<file path="src/rtl/grid_placer.sv">
// grid_placer: random-walk placement of dataflow-graph nodes onto a GRID_W x GRID_H
// cell grid, followed by a second pass over the edge list that sums the wiring cost.
// The edge list lives in an external synchronous ROM (data valid the cycle after edge_rd).
module grid_placer #(
    parameter int GRID_W     = 8,
    parameter int GRID_H     = 8,
    parameter int N_NODES    = 64,
    parameter int EDGE_AW    = 9,
    parameter int MAX_TRIES  = 63,
    parameter int MAX_RADIUS = 3
) (
    input  logic                       clk,
    input  logic                       reset,
    input  logic                       start,
    input  logic [31:0]                seed,
    input  logic [EDGE_AW-1:0]         n_edge,
    output logic                       edge_rd,
    output logic [EDGE_AW-1:0]         edge_addr,
    input  logic [$clog2(N_NODES)-1:0] edge_src,
    input  logic [$clog2(N_NODES)-1:0] edge_dst,
    output logic                       busy,
    output logic                       done,
    output logic                       fail,
    output logic signed [31:0]         cost,
    output logic signed [31:0]         cost_1hop,
    output logic [31:0]                cycles
);
    localparam int NW    = $clog2(N_NODES);
    localparam int XW    = $clog2(GRID_W);
    localparam int YW    = $clog2(GRID_H);
    localparam int NCELL = GRID_W * GRID_H;
    localparam int CW    = $clog2(NCELL);
    localparam int TW    = $clog2(MAX_TRIES + 1);
    localparam logic [31:0] TAPS = 32'h8020_0003;

    typedef enum logic [3:0] {
        S_IDLE, S_CLEAR, S_FETCH, S_WAIT_E, S_PLACE_SRC, S_PLACE_DST,
        S_EVAL_FETCH, S_EVAL_WAIT, S_EVAL_ACC, S_DONE, S_FAIL
    } state_t;

    state_t state, state_n;

    logic [31:0]                lfsr, r;
    logic [EDGE_AW-1:0]         n_edge_r, i;
    logic [NW-1:0]              src_r, dst_r, cur, anc;
    logic [TW-1:0]              t;
    logic [N_NODES-1:0][XW-1:0] pos_x;
    logic [N_NODES-1:0][YW-1:0] pos_y;
    logic [N_NODES-1:0]         placed;
    logic [NCELL-1:0]           occ;
    logic [CW-1:0]              cell_idx;

    logic placing, cur_placed, in_range, ok, advance, give_up, last;
    int   rad, off_x, off_y, cand_x, cand_y, adx, ady;

    // Candidate generation for the node being placed this cycle, plus eval distances.
    always_comb begin
        placing    = (state == S_PLACE_SRC) || (state == S_PLACE_DST);
        cur        = (state == S_PLACE_SRC) ? src_r : dst_r;
        anc        = (state == S_PLACE_SRC) ? dst_r : src_r;
        cur_placed = placed[cur];
        // One Galois step; the attempt uses the post-advance value.
        r          = {1'b0, lfsr[31:1]} ^ (lfsr[0] ? TAPS : 32'h0);
        // Walk radius widens every 8 rejections, capped.
        rad = 1 + int'(t) / 8;
        if (rad > MAX_RADIUS) rad = MAX_RADIUS;
        off_x = int'(r[7:0])  % (2 * rad + 1) - rad;
        off_y = int'(r[15:8]) % (2 * rad + 1) - rad;
        // Walk around the already-placed partner, else drop anywhere on the grid.
        if (placed[anc]) begin
            cand_x = int'(pos_x[anc]) + off_x;
            cand_y = int'(pos_y[anc]) + off_y;
        end else begin
            cand_x = int'(r[15:0])  % GRID_W;
            cand_y = int'(r[31:16]) % GRID_H;
        end
        in_range = (cand_x >= 0) && (cand_x < GRID_W) && (cand_y >= 0) && (cand_y < GRID_H);
        cell_idx = CW'(cand_y * GRID_W + cand_x);
        ok       = in_range && !occ[cell_idx];
        advance  = placing && (cur_placed || ok);
        give_up  = (int'(t) + 1) >= MAX_TRIES;
        last     = (i == n_edge_r - EDGE_AW'(1));
        adx = int'(pos_x[src_r]) - int'(pos_x[dst_r]);
        if (adx < 0) adx = -adx;
        ady = int'(pos_y[src_r]) - int'(pos_y[dst_r]);
        if (ady < 0) ady = -ady;
    end

    // State register.
    always_ff @(posedge clk or negedge reset) begin
        if (!reset) state <= S_IDLE;
        else        state <= state_n;
    end

    // Next-state and handshake/ROM outputs.
    always_comb begin
        state_n   = state;
        edge_rd   = 1'b0;
        edge_addr = i;
        busy      = (state != S_IDLE);
        done      = 1'b0;
        case (state)
            S_IDLE:       if (start) state_n = S_CLEAR;
            S_CLEAR:      state_n = (n_edge_r == '0) ? S_DONE : S_FETCH;
            S_FETCH:      begin edge_rd = 1'b1; state_n = S_WAIT_E; end
            S_WAIT_E:     state_n = S_PLACE_SRC;
            S_PLACE_SRC: begin
                if (advance)      state_n = S_PLACE_DST;
                else if (give_up) state_n = S_FAIL;
            end
            S_PLACE_DST: begin
                if (advance)      state_n = last ? S_EVAL_FETCH : S_FETCH;
                else if (give_up) state_n = S_FAIL;
            end
            S_EVAL_FETCH: begin edge_rd = 1'b1; state_n = S_EVAL_WAIT; end
            S_EVAL_WAIT:  state_n = S_EVAL_ACC;
            S_EVAL_ACC:   state_n = last ? S_DONE : S_EVAL_FETCH;
            S_DONE:       begin done = 1'b1; state_n = S_IDLE; end
            S_FAIL:       begin done = 1'b1; state_n = S_IDLE; end
            default:      state_n = S_IDLE;
        endcase
    end

    // Datapath: run setup, placement bookkeeping, cost accumulation, cycle count.
    always_ff @(posedge clk or negedge reset) begin
        if (!reset) begin
            lfsr      <= '0;
            n_edge_r  <= '0;
            i         <= '0;
            src_r     <= '0;
            dst_r     <= '0;
            t         <= '0;
            pos_x     <= '0;
            pos_y     <= '0;
            placed    <= '0;
            occ       <= '0;
            fail      <= 1'b0;
            cost      <= '0;
            cost_1hop <= '0;
            cycles    <= '0;
        end else begin
            if (state == S_IDLE && start) begin
                lfsr      <= (seed == 32'd0) ? 32'd1 : seed;
                n_edge_r  <= n_edge;
                i         <= '0;
                fail      <= 1'b0;
                cost      <= '0;
                cost_1hop <= '0;
                // Accept cycle and the final done cycle are counted up front.
                cycles    <= 32'd2;
            end
            if (state == S_CLEAR) begin
                placed <= '0;
                occ    <= '0;
            end
            if (state == S_WAIT_E || state == S_EVAL_WAIT) begin
                src_r <= edge_src;
                dst_r <= edge_dst;
                t     <= '0;
            end
            if (placing && !cur_placed) begin
                lfsr <= r;
                if (ok) begin
                    pos_x[cur]    <= XW'(cand_x);
                    pos_y[cur]    <= YW'(cand_y);
                    placed[cur]   <= 1'b1;
                    occ[cell_idx] <= 1'b1;
                    t             <= '0;
                end else begin
                    t <= t + 1'b1;
                end
            end
            if (state == S_PLACE_DST && advance) i <= last ? '0 : i + 1'b1;
            if (state == S_EVAL_ACC) begin
                cost      <= cost + (adx + ady - 1);
                cost_1hop <= cost_1hop + ((adx + 1) / 2 + (ady + 1) / 2 - 1);
                i         <= i + 1'b1;
            end
            if (state_n == S_FAIL) fail <= 1'b1;
            if (busy && state != S_DONE && state != S_FAIL) cycles <= cycles + 32'd1;
        end
    end

endmodule

</file>
<file path="config.mk">
export PLATFORM = sky130hd
export DESIGN_NAME = grid_placer
export DESIGN_NICKNAME = d
export VERILOG_FILES = /design/src/rtl/grid_placer.sv
export SDC_FILE = /design/constraint.sdc
export NUM_CORES = 2
export LEC_CHECK = 0
export ABC_AREA = 1
export CORE_UTILIZATION = 30
export DETAILED_ROUTE_END_ITERATION = 8
export PLACE_DENSITY = 0.48
export SYNTH_ARGS = -nofsm -noshare
export SYNTH_HDL_FRONTEND = slang
export SYNTH_SLANG_ARGS = --single-unit
</file>
<file path="constraint.sdc">
create_clock -name clk -period 21.3 [get_ports clk]
set_input_delay 4.26 -clock clk [delete_from_list [all_inputs] [get_ports clk]]
set_output_delay 4.26 -clock clk [all_outputs]
set_load 0.02 [all_outputs]
</file>
==> results.rst <==
.. list-table::
   :header-rows: 1

   * - Metric
     - Value
   * - Clock-pin slew on the worst setup and hold paths
     - 60 ps
   * - Maximum net fanout on the critical path
     - 24
   * - Total global routing track utilization
     - around 22%
   * - Antenna violations before repair
     - 5
   * - Clock tree buffer depth
     - 3
   * - Synth Flop Type
     - sky130_fd_sc_hd__dfrtp_1
   * - Part of the Yosys area used for sequential elements
     - roughly 32%
   * - Via count normalized by instance count
     - 5.334
   * - Average instance area after synthesis
     - 7.163 sq um
   * - Class of the most critical hold timing path
     - flip-flop to flip-flop
   * - Die Ht
     - about 420 um
   * - DRT antenna net count
     - 0
   * - Final standard cell area without fillers
     - ~61000 sq um
   * - Post-route minimum period
     - 18990 ps
   * - First-pass GRT wire length
     - 311900 um
   * - Detailed-route wire length per cell
     - just over 20 um
   * - Maxcap violations
     - 0
   * - TritonCTS buffer count
     - 87
   * - Post-Syn Instances
     - between 7000 and 8000
   * - Share of flip-flops with an asynchronous set or reset after synthesis
     - 100.0%
   * - Cell variety after synth
     - 67
   * - Area of the die
     - 179100 sq um
   * - Rel. slew slack
     - 21.59%
   * - Clk sinks
     - just under 700
   * - DRT iter0 DRCs
     - 5505
   * - Maximum number of pins on one net before global-route repair
     - 147
   * - Max frequency
     - around 53 MHz
   * - Number of H-tree levels
     - 3
   * - Count of placed standard cells including taps
     - 9723
   * - Starting density of the core
     - between 30% and 40%
   * - Detailed Place HPWL
     - 137700 um
   * - Synth Cell Area
     - 53210 sq um
   * - # DRC
     - 0
   * - Layout Skew
     - 50.21 ps
   * - Multi-input combinational cell area
     - 31540 sq um
   * - Worst hold slack across all endpoints
     - 480.5 ps
   * - Overall via count from detail_route
     - between 50000 and 60000
   * - Final max-slew violation count
     - 0
   * - Via count of the first global-routing pass
     - 49600
   * - Critical path startpoint category
     - flip-flop
   * - Most numerous cell on the critical path
     - sky130_fd_sc_hd__nand2_1
   * - Chip width
     - 423.2 um
   * - Data arrival, critical path
     - 19560 ps
   * - Placer's final routability congestion estimate
     - 0.9157
   * - Ratio of final minimum period to clock period
     - 89.13%
   * - Slowest cell on crit path
     - sky130_fd_sc_hd__a2111oi_1
   * - Worst-Skew Late Latency
     - 740 ps
   * - Clock root buffer master
     - sky130_fd_sc_hd__clkbuf_16
   * - TritonCTS clock tree
     - built
   * - Overflow after GRT
     - 0
   * - Outcome
     - complete, no violations
   * - Post-synth EDFFs
     - 0
   * - Port bufs
     - roughly 160
   * - Required time of the critical path
     - 21870 ps
   * - Number of top-level pins
     - 165
   * - Placement-stage cell area
     - 57180 sq um
   * - Worst Path Class, Setup
     - flip-flop to flip-flop
   * - Number of cell rows
     - 154
   * - Post-CTS Hold Fix Bufs
     - 0
   * - Fraction of final layout cells sized beyond drive strength 1
     - 6.527%
   * - CP Capture Type
     - flip-flop
   * - Synthesis-stage register bit count
     - roughly 680
   * - Floorplan core area
     - between 150000 and 200000 sq um
   * - Number of hold violations in the final report
     - 0
   * - Post-layout instance count excluding filler cells
     - 9893
   * - Area taken by flip-flops and latches
     - between 15000 and 20000 sq um
   * - Number of iterations in the first detailed-routing pass
     - 9
   * - Count of synthesis-stage warnings from yosys
     - 0
   * - Hold path depth
     - 2
   * - Worst r2r path cells
     - 113
   * - Peak per-stage delay on the critical path
     - 470 ps
   * - Number of antenna diodes
     - 0
   * - Final wirelength
     - 205200 um
   * - Filler cell count in the final layout
     - around 19000
   * - Final setup violating endpoints
     - 0
   * - Worst slew pin tran
     - 1176 ps
   * - P&R area growth vs syn
     - 13.76%
   * - Fin nets
     - slightly below 8000
per-layer routing:
metal,track usage (%),routed length [um],vias up,part of all wire (%)
met5,0,27,-,0.013
met4,7.816,7026,4,3.4
li1,-,-,25030,-
met2,35.25,92260,2081,45
met1,30.24,89440,25280,44
met3,4.206,16430,366,8.0
flip-flops by register name, summed over array words and instances (netlist names), 32 cells and up:
| signal | flops |
|---|---|
| pos_y | 192 |
| placed | 64 |
| pos_x | 192 |
| cost_1hop | 32 |
| lfsr | 32 |
| cost | 32 |
| occ | 64 |
| cycles | 32 |
cells in the mapped netlist (all sizes together), types with 15 or more instances:
| library cell | instances | area, sq um |
|---|---|---|
| inv | 827 | 3104 |
| nand3 | 341 | 2452 |
| ha | 255 | 3191 |
| buf | 125 | 878.3 |
| clkbuf | 314 | 1179 |
| o311ai | 52 | 455.4 |
| nand2 | 1446 | 5513 |
| a221oi | 57 | 499.2 |
| o221ai | 74 | 648.1 |
| xnor2 | 66 | 578.1 |
| nor3 | 46 | 241.5 |
| a22oi | 59 | 442.9 |
| or2 | 15 | 93.84 |
| xor2 | 97 | 849.6 |
| fa | 75 | 1501 |
| a21oi | 365 | 1846 |
| nor2 | 801 | 3142 |
| o211ai | 31 | 232.7 |
| o21ai | 1299 | 6516 |
| dfrtp | 681 | 17040 |
| o32ai | 24 | 210.2 |
| o22ai | 153 | 957.2 |
| nand4 | 74 | 508.0 |
worst max-delay path: cells and delay by family (launching register included):
family / cells / cell delay [ps]
XOR/XNOR: 2 / 470
flip-flops: 1 / 440
AND/OR/NAND/NOR: 56 / 7520
buffers and inverters: 17 / 1950
adder cells (fa/ha/maj): 11 / 3340
AO/OA/AOI/OAI: 27 / 5080
cell families after synthesis:
| logic type | after synthesis | synth area share [%] |
|---|---|---|
| buffers and inverters | 1290 | 10.02 |
| and+or+nand+nor | 2757 | 22.89 |
| AOI/OAI and AO/OA | 2199 | 23.42 |
| adders and majority gates | 330 | 8.817 |
| muxes | 7 | 0.1317 |
| DFF | 681 | 32.02 |
| xor gates and xnor gates | 163 | 2.683 |
| other | 2 | 0.01411 |
worst paths after layout:
check | startpoint | end | slack [ps]
setup / recovery | t[3] | pos_y[191] | 2310
hold / removal | occ[3] | occ[3] | 480
setup reg to reg | t[3] | pos_y[191] | 2310
hold reg to reg | occ[3] | occ[3] | 480
max in group asynchronous | reset | lfsr[14] | 13580
min in group asynchronous | reset | pos_y[27] | 3520
metrics by stage:
step	setup TNS [ps]	utilization (%)	setup slack (ps)
2_1_floorplan	0	-	4386
3_3_place_gp	0	32.47	1566
3_5_place_dp	0	32.47	1164
4_1_cts	0	34.28	1142
5_1_grt	-8.525	34.37	-7.029
6_report	0	34.37	2314
cell type report:
| class | instances | share of cell area [%] |
|---|---|---|
| clock buffers | 126 | 4.322 |
| clock inverters | 35 | 0.9425 |
| inverters | 836 | 5.209 |
| multi-input cells | 5590 | 52.10 |
| flip-flops and latches | 681 | 28.18 |
| well taps | 2340 | 4.837 |
| repair buffers | 285 | 4.413 |
cell usage in the layout, fill, tap and decap left out, types with 24 or more instances in the layout:
| master | synthesis | final |
|---|---|---|
| sky130_fd_sc_hd__buf_4 | 7 | 111 |
| sky130_fd_sc_hd__dfrtp_1 | 681 | 675 |
| sky130_fd_sc_hd__o311ai_0 | 52 | 52 |
| sky130_fd_sc_hd__nor2_1 | 769 | 763 |
| sky130_fd_sc_hd__a21oi_1 | 362 | 362 |
| sky130_fd_sc_hd__nand4_1 | 71 | 71 |
| sky130_fd_sc_hd__nand3_1 | 270 | 266 |
| sky130_fd_sc_hd__xor2_1 | 97 | 96 |
| sky130_fd_sc_hd__conb_1 | 2 | 133 |
| sky130_fd_sc_hd__a22oi_1 | 59 | 59 |
| sky130_fd_sc_hd__fa_1 | 75 | 75 |
| sky130_fd_sc_hd__inv_1 | 812 | 798 |
| sky130_fd_sc_hd__a221oi_1 | 57 | 57 |
| sky130_fd_sc_hd__o21ai_1 | 413 | 416 |
| sky130_fd_sc_hd__clkbuf_16 | 0 | 89 |
| sky130_fd_sc_hd__clkdlybuf4s50_1 | 0 | 163 |
| sky130_fd_sc_hd__o211ai_1 | 31 | 31 |
| sky130_fd_sc_hd__o221ai_1 | 74 | 74 |
| sky130_fd_sc_hd__o21ai_0 | 882 | 874 |
| sky130_fd_sc_hd__xnor2_1 | 66 | 66 |
| sky130_fd_sc_hd__o22ai_1 | 153 | 153 |
| sky130_fd_sc_hd__nand2_1 | 1424 | 1421 |
| sky130_fd_sc_hd__inv_2 | 15 | 25 |
| sky130_fd_sc_hd__nor2_2 | 21 | 25 |
| sky130_fd_sc_hd__clkbuf_8 | 0 | 25 |
| sky130_fd_sc_hd__ha_1 | 255 | 255 |
| sky130_fd_sc_hd__o32ai_1 | 24 | 24 |
| sky130_fd_sc_hd__nor3_1 | 45 | 31 |
| sky130_fd_sc_hd__nand3_4 | 52 | 52 |
repair_timing:
action                     CTS  global route
setup buffers                0             8
gates resized for setup      0            19
setup endpoints to repair    0           527
Power is left out: the tool's default activity adds up to more than one toggle a clock period on the data nets, which glitch-free logic cannot reach.
